## config.mk

```make
export PLATFORM = sky130hd
export DESIGN_NAME = cv32e40p_tmr_fault_ctrl
export DESIGN_NICKNAME = d
export VERILOG_FILES = /design/src/rtl/cv32e40p_tmr_fault_ctrl.sv
export SDC_FILE = /design/constraint.sdc
export NUM_CORES = 1
export LEC_CHECK = 0
export CORE_MARGIN = 2
export CORE_UTILIZATION = 60
export DETAILED_ROUTE_END_ITERATION = 16
export MAX_ROUTING_LAYER = met4
export PLACE_DENSITY = 0.84
export SYNTH_ARGS = -nofsm -noshare
export SYNTH_HDL_FRONTEND = slang
export SYNTH_SLANG_ARGS = --single-unit
```

## constraint.sdc

```tcl
create_clock -name clk -period 6.8 [get_ports clk]
set_input_delay 1.02 -clock clk [delete_from_list [all_inputs] [get_ports clk]]
set_output_delay 1.02 -clock clk [all_outputs]
set_load 0.05 [all_outputs]
```

## src/rtl/cv32e40p_tmr_fault_ctrl.sv

```systemverilog
// Fault manager for a triplicated pipeline stage: scores per-replica voter disagreements,
// resyncs a replica that crosses THRESH, and raises a sticky alarm. Optional decay: TMR_FAULT_DECAY_EN.
module cv32e40p_tmr_fault_ctrl #(
    parameter int CNT_W         = 4,
    parameter int THRESH        = 3,
    parameter int RST_CYCLES    = 4,
    parameter int DRAIN_TIMEOUT = 64,
    parameter int DECAY_PERIOD  = 1024
) (
    input  logic        clk,
    input  logic        rst,
    input  logic [2:0]  err_rep_i,
    input  logic        pipe_idle_i,
    input  logic        clear_i,
    output logic        stall_o,
    output logic [2:0]  replica_rst_o,
    output logic        resync_busy_o,
    output logic [1:0]  faulty_id_o,
    output logic        fatal_o,
    output logic [15:0] err_total_o
);

    localparam int TMR_W = $clog2(DRAIN_TIMEOUT + RST_CYCLES + 1);
    localparam logic [CNT_W-1:0] SCORE_MAX = '1;

    if (THRESH < 1 || THRESH > (2**CNT_W) - 1) begin : g_bad_thresh
        $error("THRESH out of range");
    end
    if (RST_CYCLES < 1 || DRAIN_TIMEOUT < 1 || DECAY_PERIOD < 1) begin : g_bad_cycles
        $error("cycle parameters must be >= 1");
    end

    typedef enum logic [2:0] {IDLE, DRAIN, RESYNC, RELEASE, FATAL} state_e;

    state_e           state_q, state_d;
    logic [CNT_W-1:0] score_q [3];
    logic [CNT_W-1:0] score_d [3];
    logic [TMR_W-1:0] timer_q, timer_d;
    logic [1:0]       faulty_id_q, faulty_id_d;
    logic             stall_q, stall_d;
    logic             busy_q, busy_d;
    logic             fatal_q, fatal_d;
    logic [2:0]       rrst_q, rrst_d;
    logic [15:0]      total_q, total_d;

    logic [2:0] mask, err_vis;
    logic       any_err, multi_err, single_err, decay_tick, to_fatal, hit;
    logic [1:0] hit_id;

    // The replica being reset or settling cannot vote, so its flag is ignored.
    assign mask       = (state_q == RESYNC || state_q == RELEASE) ? (3'b001 << faulty_id_q) : 3'b000;
    assign err_vis    = err_rep_i & ~mask;
    assign any_err    = |err_vis;
    assign multi_err  = (err_vis[0] & err_vis[1]) | (err_vis[0] & err_vis[2]) | (err_vis[1] & err_vis[2]);
    assign single_err = any_err & ~multi_err;

    always_comb begin
        hit    = 1'b0;
        hit_id = 2'd0;
        for (int i = 2; i >= 0; i--) begin
            if (score_q[i] >= CNT_W'(THRESH)) begin
                hit    = 1'b1;
                hit_id = 2'(i);
            end
        end
    end

`ifdef TMR_FAULT_DECAY_EN
    localparam int DEC_W = $clog2(DECAY_PERIOD + 1);
    logic [DEC_W-1:0] decay_cnt_q, decay_cnt_d;

    always_comb begin
        decay_cnt_d = '0;
        decay_tick  = 1'b0;
        if (err_rep_i == 3'b000) begin
            if (decay_cnt_q == DEC_W'(DECAY_PERIOD - 1)) decay_tick = 1'b1;
            else decay_cnt_d = decay_cnt_q + 1'b1;
        end
    end

    always_ff @(posedge clk or posedge rst) begin
        if (rst) decay_cnt_q <= '0;
        else     decay_cnt_q <= decay_cnt_d;
    end
`else
    assign decay_tick = 1'b0;
`endif

    always_comb begin
        state_d     = state_q;
        timer_d     = timer_q;
        faulty_id_d = faulty_id_q;
        stall_d     = stall_q;
        busy_d      = busy_q;
        fatal_d     = fatal_q;
        rrst_d      = rrst_q;
        total_d     = total_q;
        score_d     = score_q;
        to_fatal    = 1'b0;

        if (any_err && total_q != 16'hFFFF) total_d = total_q + 16'd1;
        for (int i = 0; i < 3; i++) begin
            if (single_err && err_vis[i] && score_q[i] != SCORE_MAX) score_d[i] = score_q[i] + 1'b1;
            else if (decay_tick && score_q[i] != '0)                  score_d[i] = score_q[i] - 1'b1;
        end

        case (state_q)
            IDLE: begin
                if (multi_err) to_fatal = 1'b1;
                else if (hit) begin
                    state_d     = DRAIN;
                    faulty_id_d = hit_id;
                    timer_d     = '0;
                    stall_d     = 1'b1;
                    busy_d      = 1'b1;
                end
            end
            DRAIN: begin
                if (multi_err) to_fatal = 1'b1;
                else if (pipe_idle_i) begin
                    state_d = RESYNC;
                    timer_d = '0;
                    rrst_d  = 3'b001 << faulty_id_q;
                end else if (timer_q == TMR_W'(DRAIN_TIMEOUT - 1)) to_fatal = 1'b1;
                else timer_d = timer_q + 1'b1;
            end
            RESYNC: begin
                score_d[faulty_id_q] = '0;
                // With one replica down, any remaining disagreement leaves no majority.
                if (any_err) to_fatal = 1'b1;
                else if (timer_q == TMR_W'(RST_CYCLES - 1)) begin
                    state_d = RELEASE;
                    rrst_d  = 3'b000;
                end else timer_d = timer_q + 1'b1;
            end
            RELEASE: begin
                if (any_err) to_fatal = 1'b1;
                else begin
                    state_d = IDLE;
                    stall_d = 1'b0;
                    busy_d  = 1'b0;
                end
            end
            FATAL: ;
            default: to_fatal = 1'b1;
        endcase

        if (to_fatal) begin
            state_d = FATAL;
            fatal_d = 1'b1;
            stall_d = 1'b1;
            busy_d  = 1'b0;
            rrst_d  = 3'b000;
        end

        if (clear_i) begin
            state_d     = IDLE;
            timer_d     = '0;
            faulty_id_d = 2'd3;
            stall_d     = 1'b0;
            busy_d      = 1'b0;
            fatal_d     = 1'b0;
            rrst_d      = 3'b000;
            total_d     = 16'd0;
            for (int i = 0; i < 3; i++) score_d[i] = '0;
        end
    end

    always_ff @(posedge clk or posedge rst) begin
        if (rst) begin
            state_q     <= IDLE;
            timer_q     <= '0;
            faulty_id_q <= 2'd3;
            stall_q     <= 1'b0;
            busy_q      <= 1'b0;
            fatal_q     <= 1'b0;
            rrst_q      <= 3'b000;
            total_q     <= 16'd0;
            for (int i = 0; i < 3; i++) score_q[i] <= '0;
        end else begin
            state_q     <= state_d;
            timer_q     <= timer_d;
            faulty_id_q <= faulty_id_d;
            stall_q     <= stall_d;
            busy_q      <= busy_d;
            fatal_q     <= fatal_d;
            rrst_q      <= rrst_d;
            total_q     <= total_d;
            for (int i = 0; i < 3; i++) score_q[i] <= score_d[i];
        end
    end

    assign stall_o       = stall_q;
    assign replica_rst_o = rrst_q;
    assign resync_busy_o = busy_q;
    assign faulty_id_o   = faulty_id_q;
    assign fatal_o       = fatal_q;
    assign err_total_o   = total_q;

endmodule

```

==> summary.md <==
| Metric | Value |
|---|---|
| CP arrival | 3.52 ns |
| Max FO, Critical Path | 27 |
| Worst min-delay path class | flip-flop to flip-flop |
| Cell breakdown of the critical path | clkdlybuf4s50_1, inv_1, nand2_1, o21ai_2, or4_1, a21oi_1 |
| Vias in the first global route | between 2k and 2.5k |
| Syn Nets | 300 |
| Initial antenna violation count | 0 |
| Maximum number of pins on one net before global-route repair | 47 |
| Fin crit period | roughly 3.3 ns |
| Reg2Reg Setup Slack | 4.17 ns |
| Post-DR vias/cell | between 6 and 7 |
| P_sw | about 0.17 mW |
| Hold Worst Slack | 0.506 ns |
| Synth Area in Compound Gates | 0.157 |
| Total setup buffers inserted after CTS | 0 |
| Grt total ovfl | 0 |
| Final Total Pwr | around 0.6 mW |
| Leak Pwr | around 1.3 nW |
| Cells after Synth | 288 |
| Setup violations, final | 0 |
| Worst path max stage delay | approximately 1.1 ns |
| Starting Density | 0.618 |
| Worst-skew pair later-pin latency | ~0.3 ns |
| Clk buf depth | 2 |
| Synth area leaders | dfrtp_1 (41%), nor2_1 (5.6%), xor2_1 (4.9%), nand2_1 (3.8%), and4_1 (2.6%) |
| Worst Setup EP | timer_q[4]$_DFFE_PP0P_ |
| DR iter-0 viols | 210 |
| Adder-Cell Fraction of Synth Area | 0.0234 |
| Crit path max-delay family | buffers and inverters |
| Top cell type's share of synthesized area | 0.412 |
| Yosys reg bits | 46 |
| Gpl congestion | ~0.92 |
| Num CTS Buffers | 5 |
| CP startpoint kind | input pin |
| DR vias | 2262 |
| Die width | between 70 and 80 um |
| Synth Area in XOR/XNOR | 0.0688 |
| Number of warning messages in the yosys log | 0 |
| Net Sw Frac | 0.282 |
| Crit path launch | clear_i |
| Dpl hpwl | 4020 um |
| Ys async rst share | 1.00 |
| Mean post-synth cell area | approximately 9.3 um^2 |
| First-pass DRT Iterations | 4 |
| GRT Total Usage | 0.254 |
| Critical Path Sink Type | flip-flop |
| Setup TNS | 0 ns |
| CP Depth | 6 |
| Port buffer count | 30 |
| P per Cell Area | approximately 190 nW/um^2 |
| Clock transition at path regs | around 0.080 ns |
| FMAX | 304 MHz |
| Worst IR Drop VDD | 151 uV |
| Nets | roughly 330 |
| Worst R2R Start | state_q[1]$_DFFE_PP0P_ |
| Count leader, synth | dfrtp_1 |
| Hold_buf cts | 0 |
| Post_cts resized | 0 |
| Synth-to-layout area growth | 15.4% |
| DRC Markers | 0 |
| Internal power | 0.426 mW |
| Worst R2R End | timer_q[4]$_DFFE_PP0P_ |
| Num rows | 24 |
| Status | finished clean |
| Core area | 4320 um^2 |
| Most common flop cell mapped by yosys | dfrtp_1 |
| Final antenna-violating net count | 0 |
| Buf+Inv Stages, Crit Path | 2 |
| Period utilisation layout | 0.483 |
| Slew Limit Fails | 0 |
| Top Ports | 31 |
| Number of distinct library cells after synthesis | 55 |
| Slew of the pin with the lowest slew margin | 0.962 ns |
| Clock share of power | 0.333 |
| Count of flip-flops with a built-in enable after synthesis | 0 |
| TritonCTS clock tree | yes |
| WP data required | about 7 ns |
| Layout cells sized above 1 | 0.0601 |
| Max H-tree Level | 2 |
| Comb pwr share | 0.169 |
| Cell count of the worst reg-to-reg path | 6 |
| Full die area | about 5000 um^2 |
| Reg power frac | 0.499 |
| Largest family of logic cells by synthesized area | simple AND/OR/NAND/NOR gates |
| Largest area contributor in the synthesized netlist | dfrtp_1 |
| Maxcap violations | 0 |
| Die H | between 70 and 80 um |
| Ant diodes | 0 |
| Cell area after synthesis | between 2000 and 3000 um^2 |
| RSZ-0062 raised after global routing | false |
| Post-synthesis simple-gate area fraction | 0.263 |
| Multiplexer share of the synthesized area | 0.0225 |
| Relative slew slack | 0.357 |
| Register area share after synthesis | 0.432 |
| First-pass GRT wire length | 9950 um |
| Final Hold Viols | 0 |
| Max Clock Skew | between 0.008 and 0.009 ns |
| CTS root buffer | clkbuf_8 |
| Clk sinks | between 40 and 50 |
| Post-synth top cells | dfrtp_1 (44), nor2_1 (40), nand2_1 (27) |
| WL final | 5700 um |
| Setup CP Type | input pin to flip-flop |
| CP max-delay cell | clkdlybuf4s50_1 |
| WL/cell | 15.5 um |
==> cells by family (layout without fill, tap and decap cells) <==
group,after synthesis,count (layout)
DFF,46,46
muxes,6,6
adders and majority gates,5,5
buffers and inverters,18,46
AOI/OAI and AO/OA,59,59
xor gates and xnor gates,21,21
and+or+nand+nor,133,133
==> flip-flops by register name (all words and copies together), names as in the netlist, 2 cells and up <==
name,flops
replica_rst_o,3
timer_q,7
score_q,12
err_total_o,16
state_q,3
faulty_id_o,2
==> stage by stage <==
step	worst slack, ns	instance area, um^2	instances	utilization
2_1_floorplan	4.26	2670	288	-
3_3_place_gp	3.27	2980	360	0.689
3_5_place_dp	3.19	2980	360	0.689
4_1_cts	3.51	3080	368	0.713
5_1_grt	3.27	3080	368	0.713
6_report	3.51	3080	368	0.713
==> routing by layer <==
| layer | routed length (um) | vias to the layer above | global-route usage |
|---|---|---|---|
| met3 | 319 | 10 | 0.0541 |
| met5 | 0 | - | - |
| met4 | 101 | 0 | 0.0943 |
| met1 | 2630 | 1084 | 0.346 |
| met2 | 2650 | 63 | 0.375 |
| li1 | - | 1105 | - |
==> final cells by class <==
| class | instances | area, um^2 |
|---|---|---|
| timing repair buffer | 30 | 300 |
| clock buffer | 7 | 76.3 |
| inverter | 8 | 30.0 |
| tap | 52 | 65.1 |
| clock inverter | 1 | 30.0 |
| sequential | 46 | 1150 |
| multi-input combinational | 224 | 1430 |
| fill | 361 | 1240 |
==> how the worst min path moves through the flow <==
stage | endpoint | start | depth (start not counted)
after CTS | fatal_o$_DFFE_PP0P_ | fatal_o$_DFFE_PP0P_ | 2
after global placement | fatal_o$_DFFE_PP0P_ | fatal_o$_DFFE_PP0P_ | 2
after floorplan | timer_q[0]$_DFFE_PP0P_ | timer_q[0]$_DFFE_PP0P_ | 1
after detailed placement | fatal_o$_DFFE_PP0P_ | fatal_o$_DFFE_PP0P_ | 2
final | fatal_o$_DFFE_PP0P_ | fatal_o$_DFFE_PP0P_ | 2
after global routing | fatal_o$_DFFE_PP0P_ | fatal_o$_DFFE_PP0P_ | 2
==> cells in the final DEF, fill, tap and decap left out, drive strengths merged, types with 5 or more instances in the layout <==
master and n:
dfrtp 44, nor2 40, clkdlybuf4s50 30, nand2 27, xor2 15, a21oi 12
nand3 11, nor3 11, and4 8, inv 8, o21ai 8, clkbuf 7
mux2i 6, xnor2 6, o31ai 6, o211ai 6, nand4 5, ha 5
==> power by group through the flow <==
stage / Clock (mW) / Combinational (mW) / Sequential (mW)
final: 0.197 / 0.100 / 0.296
after detailed placement: 0 / 0.0995 / 0.301
after global placement: 0 / 0.0981 / 0.300
after global routing: 0.212 / 0.110 / 0.298
after CTS: 0.201 / 0.100 / 0.295
after floorplan: 0 / 0.0590 / 0.314
==> worst register-to-register path, delay by kind of cell, from the launching register on <==
kind,cells,cell delay [ns]
compound gates,3,0.65
flops,1,0.69
simple gates,3,1.23
Power figures use the tool's default switching activity.
